`src/rtl/counter_load_sequencer.sv`:
```
// counter_load_sequencer
//
// Drives an external 8-bit loadable up/down counter (74x169 style control
// pins) through one load step followed by a programmable number of count
// steps. A free-running prescaler produces the counter clock-enable (cen);
// every control pin only moves in the clk right after a cen pulse, so the
// counter always sees stable controls around its enabled edge.
//
// Parameter
//   DIV        clk cycles per cen period, legal 2..16
//
// Ports
//   clk        system clock, rising edge
//   Reset      synchronous active-high reset
//   cmd_valid  command offered
//   cmd_ready  command accepted when high together with cmd_valid
//   cmd_start  preset value
//   cmd_len    number of count steps
//   cmd_dir    1 = up, 0 = down
//   cen        counter clock-enable pulse (one clk wide)
//   direction  counter direction
//   load_n     counter load, active low
//   ent_n      counter enable T, active low
//   enp_n      counter enable P, active low
//   P          counter preset data
//   q_in       counter Q returned
//   busy       command in progress
//   done       one-clk completion pulse
//   mismatch   sticky readback check failure
//
// Build option
//   CNT_SEQ_CHECK_EN  when defined, q_in is compared with the expected
//                     counter value two clks after every load/count cen
//                     pulse; without it mismatch stays 0 and q_in is unused.
module counter_load_sequencer #(
   parameter int DIV = 4
) (
   input  logic       clk,
   input  logic       Reset,
   input  logic       cmd_valid,
   output logic       cmd_ready,
   input  logic [7:0] cmd_start,
   input  logic [7:0] cmd_len,
   input  logic       cmd_dir,
   output logic       cen,
   output logic       direction,
   output logic       load_n,
   output logic       ent_n,
   output logic       enp_n,
   output logic [7:0] P,
   input  logic [7:0] q_in,
   output logic       busy,
   output logic       done,
   output logic       mismatch
);

   localparam int PW = (DIV > 2) ? $clog2(DIV) : 1;
   localparam logic [PW-1:0] PRESC_LAST = PW'(DIV - 1);

   typedef enum logic [1:0] {
      S_IDLE  = 2'd0,
      S_LOAD  = 2'd1,
      S_COUNT = 2'd2,
      S_DONE  = 2'd3
   } state_t;

   state_t        state_r;
   logic [PW-1:0] presc_r;
   logic [7:0]    remaining_r;
   logic          accept_s;

   // cmd_ready is a register, so acceptance is a clean AND of two flops
   assign accept_s = cmd_valid & cmd_ready;

   // Free-running prescaler; cen is registered so it rises with the wrap
   always_ff @(posedge clk) begin
      if (Reset) begin
         presc_r <= '0;
         cen     <= 1'b0;
      end else begin
         if (presc_r == PRESC_LAST) begin
            presc_r <= '0;
         end else begin
            presc_r <= presc_r + PW'(1);
         end
         cen <= (presc_r == PRESC_LAST);
      end
   end

   // Sequencer FSM; all control outputs are updated here as registers
   always_ff @(posedge clk) begin
      if (Reset) begin
         state_r     <= S_IDLE;
         remaining_r <= 8'd0;
         cmd_ready   <= 1'b1;
         busy        <= 1'b0;
         done        <= 1'b0;
         load_n      <= 1'b1;
         ent_n       <= 1'b1;
         enp_n       <= 1'b1;
         direction   <= 1'b1;
         P           <= 8'd0;
      end else begin
         done <= 1'b0;
         case (state_r)
            S_IDLE: begin
               if (accept_s) begin
                  P           <= cmd_start;
                  direction   <= cmd_dir;
                  remaining_r <= cmd_len;
                  load_n      <= 1'b0;
                  cmd_ready   <= 1'b0;
                  busy        <= 1'b1;
                  state_r     <= S_LOAD;
               end
            end
            S_LOAD: begin
               // load_n is already low here, so any cen seen in LOAD is
               // the load pulse; leave on the clk after it
               if (cen) begin
                  load_n <= 1'b1;
                  if (remaining_r == 8'd0) begin
                     done    <= 1'b1;
                     state_r <= S_DONE;
                  end else begin
                     ent_n   <= 1'b0;
                     enp_n   <= 1'b0;
                     state_r <= S_COUNT;
                  end
               end
            end
            S_COUNT: begin
               if (cen) begin
                  remaining_r <= remaining_r - 8'd1;
                  if (remaining_r == 8'd1) begin
                     ent_n   <= 1'b1;
                     enp_n   <= 1'b1;
                     done    <= 1'b1;
                     state_r <= S_DONE;
                  end
               end
            end
            S_DONE: begin
               cmd_ready <= 1'b1;
               busy      <= 1'b0;
               state_r   <= S_IDLE;
            end
            default: begin
               load_n    <= 1'b1;
               ent_n     <= 1'b1;
               enp_n     <= 1'b1;
               cmd_ready <= 1'b1;
               busy      <= 1'b0;
               state_r   <= S_IDLE;
            end
         endcase
      end
   end

`ifdef CNT_SEQ_CHECK_EN
   logic [7:0] expect_r;
   logic       chk1_r;
   logic       chk2_r;

   // Expected counter value plus a two-clk delay line to the q_in compare.
   // A failing compare wins over a same-clk acceptance so a late failure of
   // the previous command is never silently dropped.
   always_ff @(posedge clk) begin
      if (Reset) begin
         expect_r <= 8'd0;
         chk1_r   <= 1'b0;
         chk2_r   <= 1'b0;
         mismatch <= 1'b0;
      end else begin
         chk1_r <= 1'b0;
         if (cen && (state_r == S_LOAD)) begin
            expect_r <= P;
            chk1_r   <= 1'b1;
         end else if (cen && (state_r == S_COUNT)) begin
            expect_r <= direction ? (expect_r + 8'd1) : (expect_r - 8'd1);
            chk1_r   <= 1'b1;
         end
         chk2_r <= chk1_r;
         if (chk2_r && (q_in != expect_r)) begin
            mismatch <= 1'b1;
         end else if (accept_s) begin
            mismatch <= 1'b0;
         end
      end
   end
`else
   // q_in has no consumer in this build
   logic unused_q_in_s;
   assign unused_q_in_s = ^q_in;

   // No checker: mismatch is a register held at zero
   always_ff @(posedge clk) begin
      mismatch <= 1'b0;
   end
`endif

endmodule
```
`config.mk`:
```
export PLATFORM = sky130hd
export DESIGN_NAME = counter_load_sequencer
export DESIGN_NICKNAME = d
export VERILOG_FILES = /design/src/rtl/counter_load_sequencer.sv
export SDC_FILE = /design/constraint.sdc
export NUM_CORES = 1
export LEC_CHECK = 0
export CAP_MARGIN = 20
export CELL_PAD_IN_SITES_DETAIL_PLACEMENT = 0
export CELL_PAD_IN_SITES_GLOBAL_PLACEMENT = 1
export CORE_MARGIN = 1
export CORE_UTILIZATION = 35
export DETAILED_ROUTE_END_ITERATION = 10
export HOLD_SLACK_MARGIN = 0.03
export PLACE_DENSITY_LB_ADDON = 0.1
export SYNTH_ARGS = -nofsm -noshare
export SYNTH_HDL_FRONTEND = slang
export SYNTH_SLANG_ARGS = --single-unit
```
`constraint.sdc`:
```
create_clock -name clk -period 4.9 [get_ports clk]
set_input_delay 0.98 -clock clk [delete_from_list [all_inputs] [get_ports clk]]
set_output_delay 0.98 -clock clk [all_outputs]
set_load 0.1 [all_outputs]
```
==> impl_metrics.env <==
export IMPL_timing_rr_start="state_r[0]"
export IMPL_finish_utilization=0.483
export IMPL_synth_cells=169
export IMPL_viasPerCell=5.19
export IMPL_clk_insertion_delay_late_ns=0.28
export IMPL_rsz0062_at_grt="no"
export IMPL_grt_pass1_wl_mm=5.35
export IMPL_r2r_slack_ns=2.43
export IMPL_cp_start_kind="register"
export IMPL_first_pass_iters=4
export IMPL_overflow=0
export IMPL_wl_per_cell_um=12.9
export IMPL_areaGrowthSynthToFinish_pct=29.3
export IMPL_fin_nets=236
export IMPL_drtAntennaViolNets=0
export IMPL_avgSynthCellArea_um2=8.34
export IMPL_p_leak_nw=0.673
export IMPL_place_hpwl_mm=2.27
export IMPL_start_util=0.374
export IMPL_pwr_share_seq=0.295
export IMPL_place_inst=242
export IMPL_wirelength_mm=3.17
export IMPL_synth_cell_types=42
export IMPL_hold_class="register to register"
export IMPL_drtIter0Drc=49
export IMPL_cts_made_buffers=3
export IMPL_io_pins=45
export IMPL_drc=0
export IMPL_cts_buffer_depth=2
export IMPL_min_path_cells=1
export IMPL_synth_nets=206
export IMPL_combPwrFrac=0.586
export IMPL_p_int_uw=559
export IMPL_clock_sinks=27
export IMPL_die_w_um=65.4
export IMPL_hold_viol=0
export IMPL_p_sw_frac=0.502
export IMPL_peakVddDrop_uv=217
export IMPL_grt_pass1_vias=1190
export IMPL_rows=22
export IMPL_status="completed"
export IMPL_grt_max_degree=29
export IMPL_cp_top_family="buffers and inverters"
export IMPL_cts_tree="built"
export IMPL_ff2ff_path_depth=6
export IMPL_path_class="register to output pin"
export IMPL_max_freq_ghz=0.342
export IMPL_grtUsageTotal=0.160
export IMPL_layout_cells_non_filler=246
export IMPL_routabilityCongestion=0.765
export IMPL_hp_start="presc_r[0]"
export IMPL_post_cts_resized=0
export IMPL_max_slew_worst_pin_slew_ns=1.01
export IMPL_postCtsHoldBufs=0
export IMPL_timing_hold_ws_ns=0.439
export IMPL_layout_drive_gt1_share=0.0606
export IMPL_finalMaxSlewViolations=0
export IMPL_p_per_area_mw_per_mm2=616
export IMPL_cp_data_arrival_time_ns=1.94
export IMPL_cap_viol_max_count=0
export IMPL_fin_tns_setup_ns=0
export IMPL_synth_seq_cells=27
export IMPL_cts_setup_buffers=0
export IMPL_cp_slowest_cell="clkdlybuf4s50_1"
export IMPL_synth_edf_count=0
export IMPL_fin_area_mm2=0.00182
export IMPL_whs_endpoint="presc_r[0]"
export IMPL_syn_area_mm2=0.00141
export IMPL_p_switching_uw=564
export IMPL_crit_buf_inv=1
export IMPL_dieArea_mm2=0.00428
export IMPL_clkPwrFrac=0.119
export IMPL_ys_warn_count=0
export IMPL_crit_path_end_kind="output pin"
export IMPL_crit_path_max_fanout=7
export IMPL_finalSetupViolations=0
export IMPL_critPathMaxStageDelay_ns=1.18
export IMPL_antenna_found_initial=0
export IMPL_dpl_cell_area_mm2=0.00177
export IMPL_die_height_um=65.4
export IMPL_clk_pin_slew_ns=0.10
export IMPL_via_count=1277
export IMPL_num_antenna_cells=0
export IMPL_cts_htree_levels=1
export IMPL_yosys_most_used_dff="dfxtp_1"
export IMPL_cts_root_buf="clkbuf_8"
export IMPL_max_slew_margin=0.322
export IMPL_io_buffers=35
export IMPL_yosysSeqAreaShare=0.384
export IMPL_crit_start="cen"
export IMPL_worstPathRequired_ns=3.92
export IMPL_path_cells="clkdlybuf4s50_1"
export IMPL_core_mm2=0.00377
export IMPL_synthArstFlopShare=0
export IMPL_r2r_end="remaining_r[5]"
export IMPL_finalClockSkew_ns=0.00661
export IMPL_period_needed_ns=2.92
export IMPL_fin_crit_sh=0.596
-- per-layer routing --
layer	vias to the layer above	GRT usage	part of all wire
met5	-	0	0
met4	0	0.0571	0.0060
met3	2	0.0243	0.033
met2	23	0.271	0.47
met1	597	0.204	0.49
li1	655	-	-
-- layout make-up --
class,instances,area [um^2]
timing repair buffer,35,350
tap,48,60.1
multi-input combinational,127,803
sequential,27,541
clock buffer,3,41.3
fill,368,1950
inverter,5,18.8
clock inverter,1,7.51
-- per-stage QoR --
stage | power, mW | worst slack (ns)
floorplan | 0.851 | 2.55
global placement | 0.983 | 2.28
detailed placement | 0.995 | 2.26
CTS | 1.13 | 1.96
global route | 1.21 | 1.92
finish | 1.12 | 1.98
-- cell usage after synthesis (3+ instances only) --
library cell	n	area, um^2
dfxtp_1	27	541
nand2_1	27	101
a21oi_1	14	70.1
ha_1	9	113
nand2b_1	8	50.1
clkbuf_1	7	26.3
nor2_1	7	26.3
o21ai_0	6	30.0
inv_1	5	18.8
nor3_1	5	25.0
nor2b_1	4	25.0
nor4_1	4	25.0
a211oi_1	3	22.5
and4_1	3	26.3
mux2i_1	3	30.0
nand3_1	3	15.0
o22ai_1	3	18.8
-- cells by family after synthesis --
family                     share of synthesized area
DFF                                            0.384
and+or+nand+nor                                0.279
adders and majority gates                     0.0799
AOI/OAI and AO/OA                              0.179
other                                        0.00266
buffers and inverters                         0.0462
muxes                                         0.0293
-- registers in the layout, indices dropped and copies added, names as in the netlist --
signal	cells
P	8
load_n	1
cen	1
remaining_r	8
state_r	2
done	1
busy	1
enp_n	1
cmd_ready	1
direction	1
presc_r	2
-- placed cells by master, fill, tap and decap left out, drive strengths merged, types with 3 or more instances in the layout --
| cell type | n |
|---|---|
| nor4 | 4 |
| nor2b | 4 |
| clkbuf | 3 |
| o22ai | 3 |
| and4 | 3 |
| o21ai | 6 |
| a21oi | 14 |
| a211oi | 3 |
| nor2 | 7 |
| mux2i | 3 |
| nand3 | 3 |
| inv | 5 |
| nor3 | 5 |
| nand2 | 27 |
| nand2b | 8 |
| ha | 9 |
| dfxtp | 27 |
| clkdlybuf4s50 | 35 |
-- worst max path at each step --
| stage | to | depth (start not counted) | slack, ns |
|---|---|---|---|
| after floorplan | ent_n | 1 | 2.55 |
| after CTS | cen | 1 | 1.96 |
| after global routing | cen | 1 | 1.92 |
| final | cen | 1 | 1.98 |
| after global placement | cen | 1 | 2.28 |
| after detailed placement | state_r[0] | 3 | 2.26 |
-- power by group through the flow --
| stage | Combinational, mW | Sequential, mW | Clock, mW |
|---|---|---|---|
| after floorplan | 0.360 | 0.491 | 0 |
| after global placement | 0.650 | 0.332 | 0 |
| after detailed placement | 0.658 | 0.337 | 0 |
| after CTS | 0.661 | 0.331 | 0.140 |
| after global routing | 0.714 | 0.342 | 0.149 |
| final | 0.658 | 0.331 | 0.134 |
No activity file was read; power rests on OpenSTA's default activity.
